`src/rtl/pong_ball_ctrl_if.sv`:
```
// Ball-controller signal bundle: paddle/serve/strobe inputs and ball/score outputs.
interface pong_ball_ctrl_if;
    logic       strobe_i;
    logic       serve_i;
    logic [9:0] lpad_y_i;
    logic [9:0] rpad_y_i;
    logic [9:0] ball_x_o;
    logic [9:0] ball_y_o;
    logic [3:0] score_l_o;
    logic [3:0] score_r_o;
    logic       hit_o;
    logic       miss_o;
    logic       game_over_o;

    modport slave (
        input  strobe_i, serve_i, lpad_y_i, rpad_y_i,
        output ball_x_o, ball_y_o, score_l_o, score_r_o, hit_o, miss_o, game_over_o
    );

    modport master (
        output strobe_i, serve_i, lpad_y_i, rpad_y_i,
        input  ball_x_o, ball_y_o, score_l_o, score_r_o, hit_o, miss_o, game_over_o
    );
endinterface

```
`src/rtl/pong_ball_ctrl.sv`:
```
// Pong ball-motion engine: moves the ball per strobe, bounces, detects misses, keeps score.
// Optional macro BALL_SPEEDUP_EN: paddle hits raise the speed up to MAX_SPEED, a miss restores SPEED.
module pong_ball_ctrl #(
    parameter int unsigned SCREEN_W   = 640,
    parameter int unsigned SCREEN_H   = 480,
    parameter int unsigned BALL_SIZE  = 8,
    parameter int unsigned PADDLE_W   = 8,
    parameter int unsigned PADDLE_H   = 64,
    parameter int unsigned PADDLE_X_L = 16,
    parameter int unsigned PADDLE_X_R = 616,
    parameter int unsigned SPEED      = 2,
    parameter int unsigned MAX_SPEED  = 6,
    parameter int unsigned HOLD_TICKS = 60,
    parameter int unsigned MAX_SCORE  = 9
) (
    input  logic              clk_i,
    input  logic              rst_i,
    pong_ball_ctrl_if.slave   bus
);
    localparam int unsigned CW    = 11;
    localparam int unsigned CX    = (SCREEN_W - BALL_SIZE) / 2;
    localparam int unsigned CY    = (SCREEN_H - BALL_SIZE) / 2;
    localparam int unsigned XMAX  = SCREEN_W - BALL_SIZE;
    localparam int unsigned YMAX  = SCREEN_H - BALL_SIZE;
    localparam int unsigned FR    = PADDLE_X_R - BALL_SIZE;
    localparam int unsigned FL    = PADDLE_X_L + PADDLE_W;
    localparam int unsigned HW    = $clog2(HOLD_TICKS + 1);
    localparam int unsigned SPD_C = (MAX_SPEED > SPEED) ? MAX_SPEED : SPEED;
    localparam int unsigned SW    = $clog2(SPD_C + 1);

    typedef enum logic [1:0] {IDLE, MOVE, SCORED} state_e;

    state_e          state_q, state_d;
    logic [9:0]      x_q, x_d, y_q, y_d;
    logic            dir_x_q, dir_x_d;   // 1 = right
    logic            dir_y_q, dir_y_d;   // 1 = down
    logic [3:0]      score_l_q, score_l_d, score_r_q, score_r_d;
    logic            hit_q, hit_d, miss_q, miss_d, go_q, go_d;
    logic [HW-1:0]   hold_q, hold_d;
    logic [SW-1:0]   spd;

    logic [CW-1:0]   xw, yw, s, lpw, rpw;
    logic            l_ovl, r_ovl;

    assign xw  = CW'(x_q);
    assign yw  = CW'(y_q);
    assign s   = CW'(spd);
    assign lpw = CW'(bus.lpad_y_i);
    assign rpw = CW'(bus.rpad_y_i);

    // Overlap uses the pre-update y so both axes see the same ball snapshot.
    assign l_ovl = (yw + CW'(BALL_SIZE) > lpw) && (yw < lpw + CW'(PADDLE_H));
    assign r_ovl = (yw + CW'(BALL_SIZE) > rpw) && (yw < rpw + CW'(PADDLE_H));

    always_comb begin
        state_d   = state_q;
        x_d       = x_q;
        y_d       = y_q;
        dir_x_d   = dir_x_q;
        dir_y_d   = dir_y_q;
        score_l_d = score_l_q;
        score_r_d = score_r_q;
        hold_d    = hold_q;
        hit_d     = 1'b0;
        miss_d    = 1'b0;

        case (state_q)
            IDLE: begin
                x_d = 10'(CX);
                y_d = 10'(CY);
                if (bus.serve_i && !go_q) state_d = MOVE;
            end
            MOVE: begin
                if (bus.strobe_i) begin
                    if (dir_y_q) begin
                        if (yw + s >= CW'(YMAX)) begin
                            y_d     = 10'(YMAX);
                            dir_y_d = 1'b0;
                        end else y_d = 10'(yw + s);
                    end else begin
                        if (yw <= s) begin
                            y_d     = 10'd0;
                            dir_y_d = 1'b1;
                        end else y_d = 10'(yw - s);
                    end

                    if (dir_x_q) begin
                        if (xw <= CW'(FR) && xw + s >= CW'(FR) && r_ovl) begin
                            x_d     = 10'(FR);
                            dir_x_d = 1'b0;
                            hit_d   = 1'b1;
                        end else if (xw + s >= CW'(XMAX)) begin
                            x_d     = 10'(XMAX);
                            miss_d  = 1'b1;
                            dir_x_d = 1'b1;
                            state_d = SCORED;
                            if (score_l_q < 4'(MAX_SCORE)) score_l_d = score_l_q + 4'd1;
                        end else x_d = 10'(xw + s);
                    end else begin
                        if (xw >= CW'(FL) && xw - s <= CW'(FL) && l_ovl) begin
                            x_d     = 10'(FL);
                            dir_x_d = 1'b1;
                            hit_d   = 1'b1;
                        end else if (xw <= s) begin
                            x_d     = 10'd0;
                            miss_d  = 1'b1;
                            dir_x_d = 1'b0;
                            state_d = SCORED;
                            if (score_r_q < 4'(MAX_SCORE)) score_r_d = score_r_q + 4'd1;
                        end else x_d = 10'(xw - s);
                    end
                end
            end
            SCORED: begin
                if (bus.strobe_i) begin
                    if (hold_q == HW'(HOLD_TICKS - 1)) begin
                        hold_d  = '0;
                        x_d     = 10'(CX);
                        y_d     = 10'(CY);
                        state_d = IDLE;
                    end else hold_d = hold_q + HW'(1);
                end
            end
            default: state_d = IDLE;
        endcase

        go_d = go_q || (score_l_d == 4'(MAX_SCORE)) || (score_r_d == 4'(MAX_SCORE));
    end

    always_ff @(posedge clk_i or posedge rst_i) begin
        if (rst_i) begin
            state_q   <= IDLE;
            x_q       <= 10'(CX);
            y_q       <= 10'(CY);
            dir_x_q   <= 1'b1;
            dir_y_q   <= 1'b1;
            score_l_q <= '0;
            score_r_q <= '0;
            hold_q    <= '0;
            hit_q     <= 1'b0;
            miss_q    <= 1'b0;
            go_q      <= 1'b0;
        end else begin
            state_q   <= state_d;
            x_q       <= x_d;
            y_q       <= y_d;
            dir_x_q   <= dir_x_d;
            dir_y_q   <= dir_y_d;
            score_l_q <= score_l_d;
            score_r_q <= score_r_d;
            hold_q    <= hold_d;
            hit_q     <= hit_d;
            miss_q    <= miss_d;
            go_q      <= go_d;
        end
    end

`ifdef BALL_SPEEDUP_EN
    logic [SW-1:0] spd_q, spd_d;

    always_comb begin
        spd_d = spd_q;
        if (hit_d)       spd_d = (spd_q >= SW'(MAX_SPEED)) ? SW'(MAX_SPEED) : spd_q + SW'(1);
        else if (miss_d) spd_d = SW'(SPEED);
    end

    always_ff @(posedge clk_i or posedge rst_i) begin
        if (rst_i) spd_q <= SW'(SPEED);
        else       spd_q <= spd_d;
    end

    assign spd = spd_q;
`else
    assign spd = SW'(SPEED);
`endif

    assign bus.ball_x_o    = x_q;
    assign bus.ball_y_o    = y_q;
    assign bus.score_l_o   = score_l_q;
    assign bus.score_r_o   = score_r_q;
    assign bus.hit_o       = hit_q;
    assign bus.miss_o      = miss_q;
    assign bus.game_over_o = go_q;
endmodule

```
`src/flat_wrapper.sv`:
```
// flat-port wrapper written by rule: the top's interface ports become plain ports
module pong_ball_ctrl_flat 
#(
    parameter int unsigned SCREEN_W   = 640,
    parameter int unsigned SCREEN_H   = 480,
    parameter int unsigned BALL_SIZE  = 8,
    parameter int unsigned PADDLE_W   = 8,
    parameter int unsigned PADDLE_H   = 64,
    parameter int unsigned PADDLE_X_L = 16,
    parameter int unsigned PADDLE_X_R = 616,
    parameter int unsigned SPEED      = 2,
    parameter int unsigned MAX_SPEED  = 6,
    parameter int unsigned HOLD_TICKS = 60,
    parameter int unsigned MAX_SCORE  = 9
)
  (clk_i, rst_i, bus_strobe_i, bus_serve_i, bus_lpad_y_i, bus_rpad_y_i, bus_ball_x_o, bus_ball_y_o, bus_score_l_o, bus_score_r_o, bus_hit_o, bus_miss_o, bus_game_over_o);
  pong_ball_ctrl_if bus_i ();
  input  logic clk_i;
  input  logic rst_i;
  input wire logic [$bits(bus_i.strobe_i)-1:0] bus_strobe_i;
  input wire logic [$bits(bus_i.serve_i)-1:0] bus_serve_i;
  input wire logic [$bits(bus_i.lpad_y_i)-1:0] bus_lpad_y_i;
  input wire logic [$bits(bus_i.rpad_y_i)-1:0] bus_rpad_y_i;
  output wire logic [$bits(bus_i.ball_x_o)-1:0] bus_ball_x_o;
  output wire logic [$bits(bus_i.ball_y_o)-1:0] bus_ball_y_o;
  output wire logic [$bits(bus_i.score_l_o)-1:0] bus_score_l_o;
  output wire logic [$bits(bus_i.score_r_o)-1:0] bus_score_r_o;
  output wire logic [$bits(bus_i.hit_o)-1:0] bus_hit_o;
  output wire logic [$bits(bus_i.miss_o)-1:0] bus_miss_o;
  output wire logic [$bits(bus_i.game_over_o)-1:0] bus_game_over_o;
  assign bus_i.strobe_i = bus_strobe_i;
  assign bus_i.serve_i = bus_serve_i;
  assign bus_i.lpad_y_i = bus_lpad_y_i;
  assign bus_i.rpad_y_i = bus_rpad_y_i;
  assign bus_ball_x_o = bus_i.ball_x_o;
  assign bus_ball_y_o = bus_i.ball_y_o;
  assign bus_score_l_o = bus_i.score_l_o;
  assign bus_score_r_o = bus_i.score_r_o;
  assign bus_hit_o = bus_i.hit_o;
  assign bus_miss_o = bus_i.miss_o;
  assign bus_game_over_o = bus_i.game_over_o;
  pong_ball_ctrl #(.SCREEN_W(SCREEN_W), .SCREEN_H(SCREEN_H), .BALL_SIZE(BALL_SIZE), .PADDLE_W(PADDLE_W), .PADDLE_H(PADDLE_H), .PADDLE_X_L(PADDLE_X_L), .PADDLE_X_R(PADDLE_X_R), .SPEED(SPEED), .MAX_SPEED(MAX_SPEED), .HOLD_TICKS(HOLD_TICKS), .MAX_SCORE(MAX_SCORE)) u_core (.clk_i(clk_i), .rst_i(rst_i), .bus(bus_i));
endmodule
```
`config.mk`:
```
export PLATFORM = sky130hd
export DESIGN_NAME = pong_ball_ctrl_flat
export DESIGN_NICKNAME = d
export VERILOG_FILES = /design/src/rtl/pong_ball_ctrl_if.sv /design/src/rtl/pong_ball_ctrl.sv /design/src/flat_wrapper.sv
export SDC_FILE = /design/constraint.sdc
export NUM_CORES = 1
export LEC_CHECK = 0
export CAP_MARGIN = 20
export CORE_MARGIN = 3
export CORE_UTILIZATION = 55
export DETAILED_ROUTE_END_ITERATION = 10
export PLACE_DENSITY = 0.92
export SETUP_SLACK_MARGIN = 0.1
export SLEW_MARGIN = 40
export SYNTH_ARGS = -nofsm -noshare
export SYNTH_HDL_FRONTEND = slang
export SYNTH_SLANG_ARGS = --single-unit
export TNS_END_PERCENT = 20
```
`constraint.sdc`:
```
create_clock -name clk_i -period 3.7 [get_ports clk_i]
set_input_delay 0.74 -clock clk_i [delete_from_list [all_inputs] [get_ports clk_i]]
set_output_delay 0.74 -clock clk_i [all_outputs]
set_load 0.02 [all_outputs]
```
==> run metrics <==
chip height between 90 and 100 um; Tcrit/Tclk final 0.948; Layout area overhead 19.3%; Total Routing Usage GR 0.251; crit path DAT 3.69 ns; P per Cell Area approximately 700 nW/um^2; Longest Clk Path Bufs 2; top_reg_cell synth dfrtp_1; synthesized cell area 4050 um^2; via count just over 4000; main area contributors after synthesis dfrtp_1, ha_1, dfstp_2; worst rel slew slack 0.475; Final ANT Viol Nets 0; Max Cap Viol 0; Non-Filler Instances roughly 650; diode count 0; sequential area share after synthesis 0.245; status finished clean; share of the synthesized area in the top cell type 0.167; die area around 8400 um^2; Finished Cell Area between 4000 and 5000 um^2; Synth cell types 76; Setup crit end kind register; clk sinks 39; WHS between 0.4 and 0.5 ns; first-pass GRT wire length between 15000 and 20000 um; hold_buf cts 0; initial antenna violation count 0; Initial DRT Pass Iterations 5; dpl hpwl ~7900 um; Starting Density 0.580; share of post-route cells with drive strength above 1 0.0968; CTS tree yes; clock-pin slew on the worst setup and hold paths around 0.080 ns; Worst path most repeated cell ha_1; drt initial violations 284; drt total wl roughly 11000 um; DRC Markers 0; DR WL/cell 16.1 um; slowest CP cell dfstp_2; Site Rows 30; Synth async-reset ratio 1.00; CTS buffer count 5; setup violators final 0; post-route minimum period roughly 3.5 ns; Core ar. 6980 um^2; CTS Root Cell clkbuf_8; Fmax achieved about 280 MHz; worst-path cell chain inv_1 > ha_1 > ha_1 > a211oi_1 > nor2_1 > or3_1 > a2111oi_4 > o21ai_1 > a31oi_2 > o21ai_0 > a22o_1; Worst Skew roughly 0.0054 ns; synthesized instance count 501; RD Place Congestion 0.996; Avg Cell Area, Syn around 8 um^2; RSZ-0062 raised after global routing yes; htree depth 2; category of the most critical setup path register to register; Placed Cells 641; PortBufs 52; Ports 55; Synthesis Warnings 0; final global-route overflow total 0; DR vias/cell 6.17; Hold Violations, Final 0; CP startpoint kind register; worst skew pair latency about 0.3 ns; Die W roughly 92 um; leading area contributor after synthesis dfrtp_1; CP required 3.89 ns; worst slew pin tran about 0.78 ns; final slew viol count 0; dpl cell area ~4700 um^2; largest net degree at the start of global routing 40; Post-synth EDFFs 0; sum of negative setup slack 0 ns; Leak between 2 and 2.5 nW; Hold Crit Class register to register; Seq cells post-synth 39; Max VDD drop just over 0.0004 V; Nets between 600 and 700; Max stage delay on crit path ~0.63 ns; vias in the first global route roughly 3900; CP max FO 9
stage by stage:
| step | util | power [mW] | setup slack [ns] |
|---|---|---|---|
| after floorplan | - | 2.31 | 0.269 |
| after global placement | 0.671 | 2.87 | 0.0684 |
| after detailed placement | 0.671 | 2.99 | -0.0697 |
| after CTS | 0.685 | 3.30 | 0.154 |
| after global routing | 0.692 | 3.67 | 0.0671 |
| final | 0.692 | 3.38 | 0.191 |
layout make-up:
type,instances,area (um^2)
clock buffer,8,80.1
fill,567,2150
inverter,48,180
multi-input combinational,391,2790
sequential,39,991
tap,96,120
timing repair buffer,72,671
synth_stat cells (all sizes together) (3+ instances only):
cell and number:
a2111oi 3, a211oi 13, a21o 7, a21oi 28
a22o 3, a22oi 4, a31o 3, a31oi 11
a41oi 3, and3 5, buf 14, clkbuf 10
dfrtp 27, dfstp 12, ha 48, inv 48
mux2 3, mux2i 4, nand2 32, nand2b 4
nand3 24, nand3b 4, nand4 6, nor2 39
nor2b 9, nor3 11, nor4 4, o211ai 5
o21ai 38, o31a 3, o31ai 6, or2 5
or3 8, xnor2 18, xor2 6
worst paths after layout:
kind                                                     from                            endpoint  slack, ns  cells past startpoint
setup / recovery           u_core.bus.ball_y_o[3]$_DFFE_PP1P_  u_core.bus.ball_x_o[6]$_DFFE_PP0P_       0.19                     11
min in group asynchronous                               rst_i  u_core.bus.ball_y_o[1]$_DFFE_PP0P_       0.84                      3
max in group asynchronous                               rst_i  u_core.bus.ball_x_o[3]$_DFFE_PP1P_       2.48                      3
hold / removal                   u_core.hold_q[4]$_DFFE_PP0P_        u_core.hold_q[4]$_DFFE_PP0P_       0.49                      1
setup reg to reg           u_core.bus.ball_y_o[3]$_DFFE_PP1P_  u_core.bus.ball_x_o[6]$_DFFE_PP0P_       0.19                     11
hold reg to reg                  u_core.hold_q[4]$_DFFE_PP0P_        u_core.hold_q[4]$_DFFE_PP0P_       0.49                      1
routing by layer:
layer | track usage | share of wire | vias up
met3 | 0.0336 | 0.061 | 23
met5 | 0 | 0 | -
met4 | 0.0941 | 0.020 | 0
met2 | 0.414 | 0.49 | 165
li1 | - | - | 1937
met1 | 0.335 | 0.43 | 1912
power by group:
group | switching (mW) | internal (mW) | total, mW | leakage (nW)
clock | 0.151 | 0.134 | 0.285 | 0.0395
sequential | 0.308 | 0.592 | 0.900 | 0.486
combinational | 1.23 | 0.966 | 2.20 | 1.59
logic make-up after synthesis:
group	share of synthesized area
xor+xnor	0.0519
other cells	0.000926
simple gates	0.207
flops	0.245
buf+inv	0.0736
fa+ha+maj	0.148
compound gates	0.255
mux	0.0182
worst max-delay path, delay by kind of cell (launching register included):
family	cells	cell delay, ns
AND/OR/NAND/NOR	2	0.46
flip-flops	1	0.63
buffers and inverters	1	0.09
adder cells (fa/ha/maj)	2	0.65
AO/OA/AOI/OAI	6	1.57
state kept, by name, indices dropped and copies added (netlist names), 2 cells and up:
signal                count
u_core.bus.ball_x_o       9
u_core.bus.ball_y_o       9
u_core.hold_q             6
u_core.bus.score_l_o      4
u_core.bus.score_r_o      4
u_core.state_q            2
cell usage in the layout, fill, tap and decap left out, types with 5 or more instances in the layout:
master | Yosys | layout
a21oi_1 | 27 | 27
and3_1 | 5 | 5
dfstp_2 | 12 | 12
nor2b_1 | 9 | 9
clkdlybuf4s50_1 | 0 | 52
a21o_1 | 7 | 7
nor3_1 | 10 | 10
nand4_1 | 6 | 6
a31oi_1 | 11 | 10
xor2_1 | 6 | 6
o21ai_0 | 28 | 28
o21ai_1 | 8 | 8
nand2_1 | 32 | 32
o211ai_1 | 5 | 5
o31ai_1 | 6 | 6
buf_4 | 2 | 20
a211oi_1 | 12 | 12
or3_1 | 8 | 8
ha_1 | 48 | 48
dfrtp_1 | 27 | 27
xnor2_1 | 18 | 18
inv_1 | 48 | 48
clkbuf_8 | 0 | 5
nand3_1 | 23 | 23
nor2_1 | 39 | 39
timing repair:
action                                  CTS  global route
setup buffers                             0             5
endpoints found under the setup margin    1            13
pin swaps                                 0             3
cloned                                    0             0
gates resized for setup                   1             2
No activity file was read; power rests on OpenSTA's default activity.
